<file path="src/rtl/dispatch_queue_if.sv">
// Bus bundle between decode, the dispatch queue and the reservation stations.
// master = decode/ROB/station side, slave = the queue itself.
interface dispatch_queue_if #(
    parameter int UOP = 95,
    parameter int RS  = 1,
    parameter int ROB = 2
);
    localparam int NUM_RS = 2 ** (RS + 1);

    logic              inValid;
    logic [UOP:0]      inUop;
    logic [RS:0]       inStation;
    logic              inReady;
    logic              freeze;
    logic [NUM_RS-1:0] rsFull;
    logic              commitValid;
    logic              flush;
    logic [1:0]        dispValid;
    logic [UOP:0]      dispUop0;
    logic [UOP:0]      dispUop1;
    logic [RS:0]       dispStation0;
    logic [RS:0]       dispStation1;
    logic [ROB:0]      dispRob0;
    logic [ROB:0]      dispRob1;
    logic [ROB+1:0]    robFreeCount;

    modport master (
        output inValid, inUop, inStation, rsFull, commitValid, flush,
        input  inReady, freeze, dispValid, dispUop0, dispUop1, dispStation0,
               dispStation1, dispRob0, dispRob1, robFreeCount
    );

    modport slave (
        input  inValid, inUop, inStation, rsFull, commitValid, flush,
        output inReady, freeze, dispValid, dispUop0, dispUop1, dispStation0,
               dispStation1, dispRob0, dispRob1, robFreeCount
    );
endinterface

</file>
<file path="src/rtl/dispatch_queue.sv">
// In-order decode-to-station queue: buffers micro-ops, dispatches up to two per
// cycle with wrap-around ROB tag allocation, single-cycle flush.
module dispatch_queue #(
    parameter int UOP   = 95,
    parameter int DEPTH = 4,
    parameter int RS    = 1,
    parameter int ROB   = 2
) (
    input  logic             clk,
    input  logic             reset_n,
    dispatch_queue_if.slave  bus
);
    localparam int AW = (DEPTH > 1) ? $clog2(DEPTH) : 1;
    localparam int CW = AW + 1;
    localparam int TW = ROB + 1;
    localparam int UW = ROB + 2;
    localparam logic [CW-1:0] DEPTH_C   = CW'(DEPTH);
    localparam logic [UW-1:0] ROB_N_C   = UW'(2 ** (ROB + 1));
    localparam logic [UW-1:0] ROB_N2_C  = UW'(2 ** (ROB + 1) - 2);

    logic [UOP:0]    r_uop [DEPTH];
    logic [RS:0]     r_stn [DEPTH];
    logic [AW-1:0]   r_head, r_tail;
    logic [CW-1:0]   r_count;
    logic [TW-1:0]   r_robTail, r_robHead;
    logic [UW-1:0]   r_robUsed, r_robFree;
    logic [1:0]      r_dispValid;
    logic [UOP:0]    r_dispUop0, r_dispUop1;
    logic [RS:0]     r_dispStn0, r_dispStn1;
    logic [TW-1:0]   r_dispRob0, r_dispRob1;

    logic            w_ready, w_enq, w_disp0, w_disp1, w_commit;
    logic [AW-1:0]   w_head1;
    logic [RS:0]     w_st0, w_st1;
    logic [1:0]      w_ndisp;
    logic [TW-1:0]   w_robHeadNext;
    logic [UW-1:0]   w_robUsedNext;

    assign w_ready  = (r_count < DEPTH_C);
    assign w_enq    = bus.inValid & w_ready & ~bus.flush;
    assign w_head1  = r_head + AW'(1);
    assign w_st0    = r_stn[r_head];
    assign w_st1    = r_stn[w_head1];

    // Slot 1 only ever rides along with slot 0, keeping dispatch strictly in order.
    assign w_disp0  = (r_count != '0) & ~bus.rsFull[w_st0] & (r_robUsed < ROB_N_C);
    assign w_disp1  = w_disp0 & (r_count >= CW'(2)) & (w_st1 != w_st0)
                    & ~bus.rsFull[w_st1] & (r_robUsed <= ROB_N2_C);
    assign w_ndisp  = {1'b0, w_disp0} + {1'b0, w_disp1};

    // A commit against an empty ROB is ignored rather than underflowing.
    assign w_commit      = bus.commitValid & (r_robUsed != '0);
    assign w_robHeadNext = r_robHead + TW'(w_commit);
    assign w_robUsedNext = r_robUsed + UW'(w_ndisp) - UW'(w_commit);

    always_ff @(posedge clk) begin
        if (w_enq) begin
            r_uop[r_tail] <= bus.inUop;
            r_stn[r_tail] <= bus.inStation;
        end
    end

    always_ff @(posedge clk or negedge reset_n) begin
        if (!reset_n) begin
            r_head      <= '0;
            r_tail      <= '0;
            r_count     <= '0;
            r_robTail   <= '0;
            r_robHead   <= '0;
            r_robUsed   <= '0;
            r_robFree   <= ROB_N_C;
            r_dispValid <= '0;
            r_dispUop0  <= '0;
            r_dispUop1  <= '0;
            r_dispStn0  <= '0;
            r_dispStn1  <= '0;
            r_dispRob0  <= '0;
            r_dispRob1  <= '0;
        end else begin
            r_robHead <= w_robHeadNext;
            if (bus.flush) begin
                // Tag allocation resumes right behind whatever the ROB still holds after this commit.
                r_head      <= '0;
                r_tail      <= '0;
                r_count     <= '0;
                r_robUsed   <= '0;
                r_robFree   <= ROB_N_C;
                r_robTail   <= w_robHeadNext;
                r_dispValid <= '0;
            end else begin
                if (w_enq) r_tail <= r_tail + AW'(1);
                r_head      <= r_head + AW'(w_ndisp);
                r_count     <= r_count + CW'(w_enq) - CW'(w_ndisp);
                r_robUsed   <= w_robUsedNext;
                r_robFree   <= ROB_N_C - w_robUsedNext;
                r_robTail   <= r_robTail + TW'(w_ndisp);
                r_dispValid <= {w_disp1, w_disp0};
                if (w_disp0) begin
                    r_dispUop0 <= r_uop[r_head];
                    r_dispStn0 <= w_st0;
                    r_dispRob0 <= r_robTail;
                end
                if (w_disp1) begin
                    r_dispUop1 <= r_uop[w_head1];
                    r_dispStn1 <= w_st1;
                    r_dispRob1 <= r_robTail + TW'(1);
                end
            end
        end
    end

    assign bus.inReady      = w_ready;
    assign bus.freeze       = ~w_ready;
    assign bus.dispValid    = r_dispValid;
    assign bus.dispUop0     = r_dispUop0;
    assign bus.dispUop1     = r_dispUop1;
    assign bus.dispStation0 = r_dispStn0;
    assign bus.dispStation1 = r_dispStn1;
    assign bus.dispRob0     = r_dispRob0;
    assign bus.dispRob1     = r_dispRob1;
    assign bus.robFreeCount = r_robFree;
endmodule

</file>
<file path="src/flat_wrapper.sv">
// flat-port wrapper written by rule: the top's interface ports become plain ports
module dispatch_queue_flat 
#(
    parameter int UOP   = 95,
    parameter int DEPTH = 4,
    parameter int RS    = 1,
    parameter int ROB   = 2
)
  (clk, reset_n, bus_inValid, bus_inUop, bus_inStation, bus_rsFull, bus_commitValid, bus_flush, bus_inReady, bus_freeze, bus_dispValid, bus_dispUop0, bus_dispUop1, bus_dispStation0, bus_dispStation1, bus_dispRob0, bus_dispRob1, bus_robFreeCount);
  dispatch_queue_if #(.UOP(UOP), .RS(RS), .ROB(ROB)) bus_i ();
  input  logic clk;
  input  logic reset_n;
  input wire logic [$bits(bus_i.inValid)-1:0] bus_inValid;
  input wire logic [$bits(bus_i.inUop)-1:0] bus_inUop;
  input wire logic [$bits(bus_i.inStation)-1:0] bus_inStation;
  input wire logic [$bits(bus_i.rsFull)-1:0] bus_rsFull;
  input wire logic [$bits(bus_i.commitValid)-1:0] bus_commitValid;
  input wire logic [$bits(bus_i.flush)-1:0] bus_flush;
  output wire logic [$bits(bus_i.inReady)-1:0] bus_inReady;
  output wire logic [$bits(bus_i.freeze)-1:0] bus_freeze;
  output wire logic [$bits(bus_i.dispValid)-1:0] bus_dispValid;
  output wire logic [$bits(bus_i.dispUop0)-1:0] bus_dispUop0;
  output wire logic [$bits(bus_i.dispUop1)-1:0] bus_dispUop1;
  output wire logic [$bits(bus_i.dispStation0)-1:0] bus_dispStation0;
  output wire logic [$bits(bus_i.dispStation1)-1:0] bus_dispStation1;
  output wire logic [$bits(bus_i.dispRob0)-1:0] bus_dispRob0;
  output wire logic [$bits(bus_i.dispRob1)-1:0] bus_dispRob1;
  output wire logic [$bits(bus_i.robFreeCount)-1:0] bus_robFreeCount;
  assign bus_i.inValid = bus_inValid;
  assign bus_i.inUop = bus_inUop;
  assign bus_i.inStation = bus_inStation;
  assign bus_i.rsFull = bus_rsFull;
  assign bus_i.commitValid = bus_commitValid;
  assign bus_i.flush = bus_flush;
  assign bus_inReady = bus_i.inReady;
  assign bus_freeze = bus_i.freeze;
  assign bus_dispValid = bus_i.dispValid;
  assign bus_dispUop0 = bus_i.dispUop0;
  assign bus_dispUop1 = bus_i.dispUop1;
  assign bus_dispStation0 = bus_i.dispStation0;
  assign bus_dispStation1 = bus_i.dispStation1;
  assign bus_dispRob0 = bus_i.dispRob0;
  assign bus_dispRob1 = bus_i.dispRob1;
  assign bus_robFreeCount = bus_i.robFreeCount;
  dispatch_queue #(.UOP(UOP), .DEPTH(DEPTH), .RS(RS), .ROB(ROB)) u_core (.clk(clk), .reset_n(reset_n), .bus(bus_i));
endmodule
</file>
<file path="config.mk">
export PLATFORM = sky130hd
export DESIGN_NAME = dispatch_queue_flat
export DESIGN_NICKNAME = d
export VERILOG_FILES = /design/src/rtl/dispatch_queue_if.sv /design/src/rtl/dispatch_queue.sv /design/src/flat_wrapper.sv
export SDC_FILE = /design/constraint.sdc
export NUM_CORES = 1
export LEC_CHECK = 0
export BUFFER_PORTS_ARGS = -buffer_cell sky130_fd_sc_hd__buf_2
export CAP_MARGIN = 20
export CORE_AREA = 2 2 218 220
export DETAILED_ROUTE_END_ITERATION = 8
export DIE_AREA = 0 0 220 222
export PLACE_DENSITY = 0.76
export SLEW_MARGIN = 10
export SYNTH_ARGS = -nofsm -noshare
export SYNTH_HDL_FRONTEND = slang
export SYNTH_SLANG_ARGS = --single-unit
</file>
<file path="constraint.sdc">
create_clock -name clk -period 6.1 [get_ports clk]
set_input_delay 0.61 -clock clk [delete_from_list [all_inputs] [get_ports clk]]
set_output_delay 0.61 -clock clk [all_outputs]
set_load 0.02 [all_outputs]
</file>
==> impl_metrics.ini, run 1 <==
[outcome]
run_status = completed

[drt]
final_antenna_net_count = 0
vias = 12900
drt_drc_violations_left = 0
post_drt_wl_per_cell_um = 24.1
routed_wl_mm = 52.6
drtIter0Drc = 849
dr.pass1.iters = 5
via_per_inst = 5.92

[die]
ios = 317
fp.dieArea_um2 = 48800
initial_core_util_pct = 54.6
die_h_um = 222
core_um2 = 46300
num_rows = 79
fp.dieW_um = 220

[placed_design]
place_hpwl_mm = 32.5
place_congestion = 0.782
port_buffers = 316
placed_cells = 2066

[worst_setup_path]
critical_path_required_ns = 6.64
worst_ep_arrival_time_ns = 4.75
crit_top_cell = ha_1
startpoint = u_core.r_head[0]$_DFF_PN0_
path_cells = mux4_2 > xor2_1 > o2111ai_1 > nand2b_1 > nor4_1 > ha_1 > inv_1 > ha_1 > inv_1 > ha_1 > a21o_1 > a21oi_1 > xnor2_1 > xnor2_1 > nand2b_1
critPathKind = flip-flop to flip-flop
r2r-start = u_core.r_head[0]$_DFF_PN0_
startpoint_type = flip-flop
cpPeakStageDelay_ns = 0.93
path_max_fanout = 54
critical-path-slowest-cell = dfrtp_4
end_kind = flip-flop

[worst_hold_path]
min_path_type = input pin to asynchronous set/reset pin

[clock_network]
cts_root_buf = clkbuf_16
clk_path_buf_depth = 3
ctsHoldBuffers = 0
htreeDepth = 2
cts_setup_buffers = 0
cts_made_buffers = 59
insertion_delay_ns = 0.62
clkTransAtPathRegs_ns = 0.07
cts_tree = done
ctsResizeCount = 0
clock_sinks = 616

[power]
p_per_area_nw_per_um2 = 446
clkPwrFrac_pct = 27.2
power_frac_seq_pct = 43.5
internal-power_mw = 9.00
leakage_nw = 11.3
p_switching_mw = 4.13
peakVddDrop_v = 0.000358
sw_frac_of_total_pct = 31.5
power.total_mw = 13.1
p_comb_share_pct = 29.2

[synth]
synth_edf_count = 392
synthTopCellsByCount = edfxtp_1 (392), dfrtp_1 (223), mux4_2 (196), mux2_2 (123), mux2_1 (78)
yosysTopAreaCell = edfxtp_1
synth_top_area_share_pct = 46.6
synthCells = 1195
yosysMostFrequentCell = edfxtp_1
synth_cell_types = 37
synth.ff_latch_count = 616
synthFlopType = edfxtp_1
async_reset_ff_share_pct = 36.4
synth_warnings = 0
synth.avg_cell_area_um2 = 21.1
syn_area_um2 = 25300
seq_area_frac_synth_pct = 68.8
syn_nets = 1326
synthTopCellsByArea = edfxtp_1 (47%), dfrtp_1 (22%), mux4_2 (17%)

[global_route]
grt_usage_pct = 22.2
grt_overflow = 0
antenna_found_initial = 14
grt_pass1_vias = 13800
grt_pass1_wl_mm = 82.1
grt_max_degree = 116

[timing]
finalHoldViolations = 0
fin_crit_ns = 4.21
fmax_mhz = 238
finalCritPeriodShare_pct = 69.0
worst_pin_slew_ns = 1.09
rsz0062_at_grt = false
skew_ns = 0.0223
slew_headroom_pct = 27.4
setup_tns_ns = 0
finalMaxSlewViolations = 0
setup_viol = 0

[layout]
layout.cells.non_filler = 2185
fillers = 3231
layout.nets = 1651
area_growth_pct = 16.4
utilization_pct = 63.6
drive_gt1_share_pct = 48.7

[run]
cap_violations = 0
## layout by cell type, fill, tap and decap left out, drive strengths merged, types with 2 or more instances in the layout
cell type  Yosys  routed
edfxtp       392     392
buf           27     333
dfrtp        223     223
mux2         201     201
mux4         196     196
clkbuf        42      79
clkinv         0      25
inv           22      24
ha            21      21
nor2          13      13
diode          0       8
xor2           8       8
mux2i          8       8
xnor2          6       6
nand2          5       5
o21ai          4       4
and2           4       4
nor2b          3       3
nand3          3       3
fa             3       3
clkinvlp       0       3
nand2b         2       2
nor3           2       2
bufinv         0       2
## layer usage
layer	up-vias	share of wire, %	track usage, %
met5	-	0.13	0
met4	10	2.9	7.49
met3	100	6.7	5.60
met2	417	51	36.2
met1	6906	40	29.5
li1	5503	-	-
## registers in the layout, indices dropped and copies added, names as in the netlist, 3 cells and up
register,count
u_core.r_uop,384
u_core.bus.dispUop0,96
u_core.bus.dispUop1,96
u_core.r_stn,8
u_core.r_robUsed,4
u_core.bus.dispRob0,3
u_core.bus.dispRob1,3
u_core.bus.robFreeCount,3
u_core.r_count,3
u_core.r_robHead,3
u_core.r_robTail,3
## through the flow
step	cell area [um2]	hold WS, ns	setup WS, ns
5_1_grt	29400	0.115	1.59
2_1_floorplan	25300	0.314	2.33
4_1_cts	29400	0.0952	1.87
6_report	29400	0.0571	1.89
3_5_place_dp	27500	0.457	1.89
3_3_place_gp	27500	0.451	1.99
## logic make-up (layout without fill, tap and decap cells)
group	after synthesis	after routing	share of synthesized area (%)
flops	616	616	68.8
mux	405	405	26.8
buf+inv	91	466	1.70
simple gates	36	36	0.768
fa+ha+maj	24	24	1.28
xor+xnor	14	14	0.485
compound gates	9	9	0.218
other cells	0	8	0
## critical path, delay by kind of cell (launching register included)
family                   cells  cell delay, ns
adder cells (fa/ha/maj)      3            0.84
AO/OA/AOI/OAI                3            0.53
XOR/XNOR                     3            0.52
buffers and inverters        2            0.15
AND/OR/NAND/NOR              3            0.47
multiplexers                 1            0.67
flip-flops                   1            0.93
## cell type report
cell class | instances | area (um2) | area share (%)
flip-flops and latches | 616 | 17400 | 59.1
multi-input cells | 488 | 7470 | 25.4
well taps | 607 | 759 | 2.58
repair buffers | 333 | 1760 | 5.97
clock buffers | 79 | 1690 | 5.76
diodes | 8 | 20.0 | 0.0681
clock inverters | 32 | 241 | 0.821
inverters | 22 | 82.6 | 0.281
## power by group through the flow
| stage | combinational, mW | sequential (mW) | clock [mW] |
|---|---|---|---|
| 6_report | 3.84 | 5.72 | 3.58 |
| 4_1_cts | 3.90 | 5.72 | 3.65 |
| 3_3_place_gp | 3.80 | 5.75 | 0 |
| 2_1_floorplan | 1.93 | 6.42 | 0 |
| 3_5_place_dp | 3.89 | 5.79 | 0 |
| 5_1_grt | 4.13 | 5.81 | 3.82 |
## path summary, 6_finish.rpt
check	slack, ns	to	cells past startpoint
setup / recovery	1.89	u_core.bus.robFreeCount[3]$_DFF_PN1_	15
max in group asynchronous	4.87	u_core.bus.dispUop0[71]$_DFFE_PN0P_	2
hold reg to reg	0.46	u_core.r_robHead[2]$_DFF_PN0_	1
min in group clk	0.21	u_core.r_uop[3][48]$_DFFE_PP_	1
setup reg to reg	1.89	u_core.bus.robFreeCount[3]$_DFF_PN1_	15
hold / removal	0.06	u_core.bus.dispUop0[12]$_DFFE_PN0P_	1
No activity file was read; power rests on OpenSTA's default activity.
==> run 2, diff against run 1 <==
--- a/config.mk
+++ b/config.mk
@@ -7,10 +7,10 @@
 export LEC_CHECK = 0
 export BUFFER_PORTS_ARGS = -buffer_cell sky130_fd_sc_hd__buf_2
 export CAP_MARGIN = 20
-export CORE_AREA = 2 2 218 220
+export CORE_AREA = 2 2 224 226
 export DETAILED_ROUTE_END_ITERATION = 8
-export DIE_AREA = 0 0 220 222
-export PLACE_DENSITY = 0.76
+export DIE_AREA = 0 0 226 228
+export PLACE_DENSITY = 0.75
 export SLEW_MARGIN = 10
 export SYNTH_ARGS = -nofsm -noshare
 export SYNTH_HDL_FRONTEND = slang
==> constraint.sdc (replaced) <==
create_clock -name clk -period 3.6 [get_ports clk]
set_input_delay 0.36 -clock clk [delete_from_list [all_inputs] [get_ports clk]]
set_output_delay 0.36 -clock clk [all_outputs]
set_load 0.02 [all_outputs]
==> run 2 against run 1 <==
  * Fmax up 21%
  * Via count grew 4.1%
  * Routed wire length is 4.1% higher
  * Clock-buffer cell count up 16
  * Sequential share of layout area decreased by 3.0 points
  * Clock power increased by 83%
  * Worst hold slack better by 0.082 ns
  * Die area up 5.5%
  * Sequential cell count is the same
  * Non-clock buffer count increased by 119
  * Register-to-register slack got worse by 1.8 ns
  * Critical path type unchanged
  * Largest cell class unchanged
==> impl_metrics.ini, run 2 (same netlist as run 1, synthesis figures left out) <==
[outcome]
run_status = completed

[drt]
drt_drc_violations_left = 0
vias = 13500
drtIter0Drc = 906
post_drt_wl_per_cell_um = 23.1
routed_wl_mm = 54.8
final_antenna_net_count = 0
via_per_inst = 5.68
dr.pass1.iters = 5

[clock_network]
insertion_delay_ns = 0.59
cts_made_buffers = 66
clock_sinks = 616
clkTransAtPathRegs_ns = 0.06
cts_root_buf = clkbuf_16
clk_path_buf_depth = 3
htreeDepth = 3
cts_tree = done

[run]
cap_violations = 0

[global_route]
grt_overflow = 0
grt_max_degree = 101
grt_usage_pct = 21.9
grt_pass1_wl_mm = 85.1
grt_pass1_vias = 14500
antenna_found_initial = 4

[worst_setup_path]
critPathKind = flip-flop to flip-flop
startpoint = u_core.r_head[0]$_DFF_PN0_
startpoint_type = flip-flop
reg2regPathDepth = 15
reg2reg_slack_ns = 0.11
r2r-start = u_core.r_head[0]$_DFF_PN0_
path_max_fanout = 5
critical_path_required_ns = 4.11
worst_ep_arrival_time_ns = 4.00
rr_endpoint = u_core.bus.robFreeCount[3]$_DFF_PN1_
end_kind = flip-flop
crit_end = u_core.bus.robFreeCount[3]$_DFF_PN1_

[timing]
setup_tns_ns = 0
worst_pin_slew_ns = 0.932
fmax_mhz = 287
finalCritPeriodShare_pct = 96.9
setup_viol = 0
finalMaxSlewViolations = 0
fin_crit_ns = 3.49
rsz0062_at_grt = true
fin_hold_ws_ns = 0.139
skew_ns = 0.0177
finalHoldViolations = 0
slew_headroom_pct = 37.8

[die]
initial_core_util_pct = 51.2
die_h_um = 228
fp.dieArea_um2 = 51500
num_rows = 82
core_um2 = 49300
ios = 317
fp.dieW_um = 226

[power]
p_per_area_nw_per_um2 = 744
leakage_nw = 11.9
peakVddDrop_v = 0.000521

[layout]
final_common_cell = edfxtp_1
final_cell_mix = edfxtp_1 (392), buf_2 (315), dfrtp_1 (221), mux4_2 (196), mux2_2 (123)
area_growth_pct = 22.6
largest_register = u_core.r_uop
largest_reg_flops = 384
layout.nets = 1777
drive_gt1_share_pct = 46.5

[placed_design]
place_congestion = 0.778
port_buffers = 316
place_hpwl_mm = 33.1

[worst_hold_path]
min_path_type = input pin to flip-flop
## run 2: cell count changes in the layout (fill, tap and decap cells not counted), sizes merged
cell and change:
clkbuf +16, diode -4, clkinv -10, buf +20, bufinv +1, dlygate4sd3 +99
## run 2: cell type report
| class | count | area [um2] |
|---|---|---|
| clock inverter | 23 | 203 |
| timing repair buffer | 452 | 2990 |
| inverter | 22 | 82.6 |
| tap | 672 | 841 |
| fill | 3372 | 18400 |
| multi-input combinational | 488 | 7560 |
| clock buffer | 95 | 1910 |
| sequential | 616 | 17400 |
| antenna | 4 | 10.0 |
## run 2: timing repair
item                                    4_1_cts  5_1_grt
setup buffers                                 0        7
hold endpoints to repair                    488        0
endpoints found under the setup margin        0        5
hold buffers                                 99        0
resized for setup                             0       15
## run 2: how the worst min path moves through the flow
| stage | depth (start not counted) | endpoint | from |
|---|---|---|---|
| 2_1_floorplan | 0 | u_core.bus.dispRob0[0]$_DFFE_PN0P_ | reset_n |
| 3_3_place_gp | 1 | u_core.r_robHead[2]$_DFF_PN0_ | u_core.r_robHead[2]$_DFF_PN0_ |
| 3_5_place_dp | 1 | u_core.r_robHead[2]$_DFF_PN0_ | u_core.r_robHead[2]$_DFF_PN0_ |
| 4_1_cts | 4 | u_core.bus.dispStation0[0]$_DFFE_PN0P_ | bus_rsFull[1] |
| 5_1_grt | 4 | u_core.bus.dispStation0[0]$_DFFE_PN0P_ | bus_rsFull[3] |
| 6_report | 4 | u_core.bus.dispStation0[0]$_DFFE_PN0P_ | bus_rsFull[1] |
## run 2: power by group
group | switching, mW | internal, mW
Sequential | 0.706 | 8.91
Clock | 2.64 | 3.91
Combinational | 3.80 | 3.08
Total | 7.15 | 15.9
## run 2: metal layers
| layer | up-vias | share of wire, % | track usage, % |
|---|---|---|---|
| met5 | - | 0 | 0 |
| met4 | 0 | 3.0 | 7.72 |
| met3 | 107 | 5.6 | 5.28 |
| met2 | 408 | 53 | 37.8 |
| met1 | 7210 | 39 | 26.9 |
| li1 | 5737 | - | - |
## run 2: critical path, cell delays in order, from the launching register on
cell	delay, ns
dfrtp_4	0.45
mux4_2	0.60
xor2_2	0.20
o2111ai_2	0.13
nand2b_4	0.19
nor4_4	0.30
ha_4	0.18
inv_2	0.06
ha_4	0.27
inv_1	0.04
ha_1	0.26
a21o_1	0.19
a21oi_2	0.17
xnor2_2	0.15
xnor2_1	0.14
nand2b_1	0.07
## run 2: per-stage QoR
stage	area, um2	std cells	power (mW)	utilization, %	worst slack (ns)
6_report	31000	2372	23.0	62.8	0.110
5_1_grt	31000	2372	24.1	62.8	-0.0845
4_1_cts	30800	2361	23.1	62.5	0.0568
3_5_place_dp	27700	2144	16.4	56.2	0.0889
3_3_place_gp	27700	2144	16.2	56.2	0.126
2_1_floorplan	25300	1195	14.1	-	0.178
==> run 3, diff against run 2 <==
--- a/config.mk
+++ b/config.mk
@@ -5,12 +5,14 @@
 export SDC_FILE = /design/constraint.sdc
 export NUM_CORES = 1
 export LEC_CHECK = 0
+export ABC_AREA = 1
 export BUFFER_PORTS_ARGS = -buffer_cell sky130_fd_sc_hd__buf_2
 export CAP_MARGIN = 20
-export CORE_AREA = 2 2 224 226
+export CORE_AREA = 2 2 225 227
 export DETAILED_ROUTE_END_ITERATION = 8
-export DIE_AREA = 0 0 226 228
-export PLACE_DENSITY = 0.75
+export DIE_AREA = 0 0 227 229
+export MAX_ROUTING_LAYER = met4
+export PLACE_DENSITY = 0.76
 export SLEW_MARGIN = 10
 export SYNTH_ARGS = -nofsm -noshare
 export SYNTH_HDL_FRONTEND = slang
==> run 3 against run 2 <==
  * Total power is 1.4% higher
  * Area after synthesis is 2.8% higher
  * Sequential share of layout area is 0.46 points lower
  * Clock-buffer cell count is 13 lower
  * Register-to-register slack better by 0.12 ns
  * Cell area is 0.83% higher
  * Die area is 0.88% higher
  * Worst hold slack better by 0.078 ns
  * Critical endpoint unchanged
  * Largest cell class unchanged
  * Highest routed layer unchanged
==> impl_metrics.ini, run 3 <==
[outcome]
run_status = completed

[layout]
final_common_cell = nand2_1
area_growth_pct = 20.3
final_cell_mix = nand2_1 (555), edfxtp_1 (392), o21ai_0 (386), buf_2 (314), dfrtp_1 (221)
layout.nets = 2895
layout.cells.non_filler = 3495
drive_gt1_share_pct = 17.0
fillers = 3842
register_area_um2 = 17400
largest_reg_flops = 384
largest_register = u_core.r_uop
multi_input_area_um2 = 7130

[power]
leakage_nw = 13.6
peakVddDrop_v = 0.000540
power.total_mw = 23.4
p_per_area_nw_per_um2 = 748

[worst_setup_path]
rr_endpoint = u_core.bus.robFreeCount[3]$_DFF_PN1_
end_kind = flip-flop
reg2regPathDepth = 22
critPathKind = flip-flop to flip-flop
startpoint = u_core.r_head[0]$_DFF_PN0_
reg2reg_slack_ns = 0.23
worst_ep_arrival_time_ns = 3.92
startpoint_type = flip-flop
critical_path_required_ns = 4.15
r2r-start = u_core.r_head[0]$_DFF_PN0_
path_max_fanout = 20

[drt]
dr.pass1.iters = 6
vias = 20600
post_drt_wl_per_cell_um = 21.8
routed_wl_mm = 76.2
drtIter0Drc = 2441
drt_drc_violations_left = 0
via_per_inst = 5.88
final_antenna_net_count = 0

[timing]
setup_viol = 0
finalHoldViolations = 0
fin_hold_ws_ns = 0.217
finalCritPeriodShare_pct = 93.6
finalMaxSlewViolations = 0
fin_crit_ns = 3.37
skew_ns = 0.0200
slew_headroom_pct = 25.5
fmax_mhz = 297
worst_pin_slew_ns = 1.12
rsz0062_at_grt = false

[global_route]
grt_pass1_vias = 20600
antenna_found_initial = 8
grt_usage_pct = 30.0
grt_pass1_wl_mm = 116
grt_overflow = 0
grt_max_degree = 204

[synth]
synth_cell_types = 33
yosysMostFrequentCell = nand2_1
synthFlopType = edfxtp_1
async_reset_ff_share_pct = 36.4
synthCells = 2414
seq_area_frac_synth_pct = 66.9
syn_nets = 2545
synth_edf_count = 392
synth_warnings = 0
synthTopCellsByArea = edfxtp_1 (45%), dfrtp_1 (21%), nand2_1 (8.1%)
synth.ff_latch_count = 616
synth_top_area_share_pct = 45.3
syn_area_um2 = 26000
synth.avg_cell_area_um2 = 10.8
synthTopCellsByCount = nand2_1 (559), edfxtp_1 (392), o21ai_0 (386), dfrtp_1 (223), inv_1 (207)
yosysTopAreaCell = edfxtp_1

[clock_network]
htreeDepth = 2
cts_tree = done
clk_path_buf_depth = 3
insertion_delay_ns = 0.62
cts_root_buf = clkbuf_16
clkTransAtPathRegs_ns = 0.06
clock_sinks = 616
cts_made_buffers = 59

[die]
ios = 317
fp.dieArea_um2 = 52000
core_um2 = 49700
fp.dieW_um = 227
die_h_um = 229
num_rows = 82
initial_core_util_pct = 52.3

[placed_design]
place_hpwl_mm = 41.9
placed_cells = 3276
place_congestion = 0.864
port_buffers = 316

[worst_hold_path]
min_path_type = input pin to flip-flop
worstHoldPathCells = 5
hold_start = bus_inValid
hold_end = u_core.r_tail[0]$_DFFE_PN0P_

[run]
cap_violations = 0
==> run 3: repair_timing <==
item                                    4_1_cts  5_1_grt
hold buffers                                 99        0
endpoints found under the setup margin        0        4
setup buffers                                 0        0
hold endpoints to repair                    476        0
gates resized for setup                       0        4
==> run 3: metrics by stage <==
stage,setup slack [ns],util [%],setup TNS [ns],cell area [um2]
floorplan,-0.487,-,-190.81,26000
global placement,0.182,56.8,0,28200
detailed placement,0.114,56.8,0,28200
CTS,0.0916,62.8,0,31200
global route,0.00830,62.9,0,31200
finish,0.232,62.9,0,31200
==> run 3: how the worst max path moves through the flow <==
stage                                                 to  cells past startpoint
floorplan                   u_core.r_stn[0][0]$_DFFE_PP_                      4
global placement    u_core.bus.robFreeCount[3]$_DFF_PN1_                     19
detailed placement  u_core.bus.robFreeCount[3]$_DFF_PN1_                     19
CTS                 u_core.bus.robFreeCount[3]$_DFF_PN1_                     19
global route        u_core.bus.robFreeCount[3]$_DFF_PN1_                     21
finish              u_core.bus.robFreeCount[3]$_DFF_PN1_                     22
==> run 3: power by group <==
part / leakage, nW / internal, mW / switching, mW
Clock: 1.00 / 3.79 / 2.63
Sequential: 6.45 / 8.84 / 0.798
Combinational: 6.18 / 2.15 / 5.16
==> run 3: cell families (layout without fill, tap and decap cells) <==
logic type	Yosys count	in the layout	share of synthesized area, %
and+or+nand+nor	765	765	11.9
xor gates and xnor gates	9	9	0.303
other	0	9	0
adders and majority gates	24	24	1.24
DFF	616	616	66.9
buffers and inverters	379	779	6.00
AOI/OAI and AO/OA	621	621	13.7
==> run 3: layout make-up <==
class	count	share of cell area, %
flip-flops and latches	616	55.7
multi-input cells	1419	22.8
repair buffers	456	9.70
clock buffers	82	5.43
well taps	672	2.69
inverters	212	2.57
clock inverters	29	1.05
diodes	9	0.0721
==> run 3: worst max-delay path, cell delays in order (launching register included) <==
cell	delay [ns]
dfrtp_4	0.55
inv_6	0.14
nand2_8	0.12
nand2_1	0.10
nand2_1	0.08
nand2_2	0.13
inv_2	0.04
nand2_1	0.05
nand2_1	0.05
nand2_1	0.05
nand2_1	0.07
nor2_4	0.10
nand2_1	0.05
inv_1	0.05
ha_1	0.17
inv_1	0.09
ha_1	0.31
fa_1	0.39
or2_2	0.28
nand2_1	0.09
inv_1	0.07
a31o_2	0.24
nand3_1	0.07
==> run 3: layer usage <==
metal  up-vias  part of all wire (%)  GRT usage [%]
li1       9129                     -              -
met1      9994                    39           37.9
met2      1188                    49           47.5
met3       242                   8.5           4.40
met4         0                   4.4           15.2
met5         -                     0              -
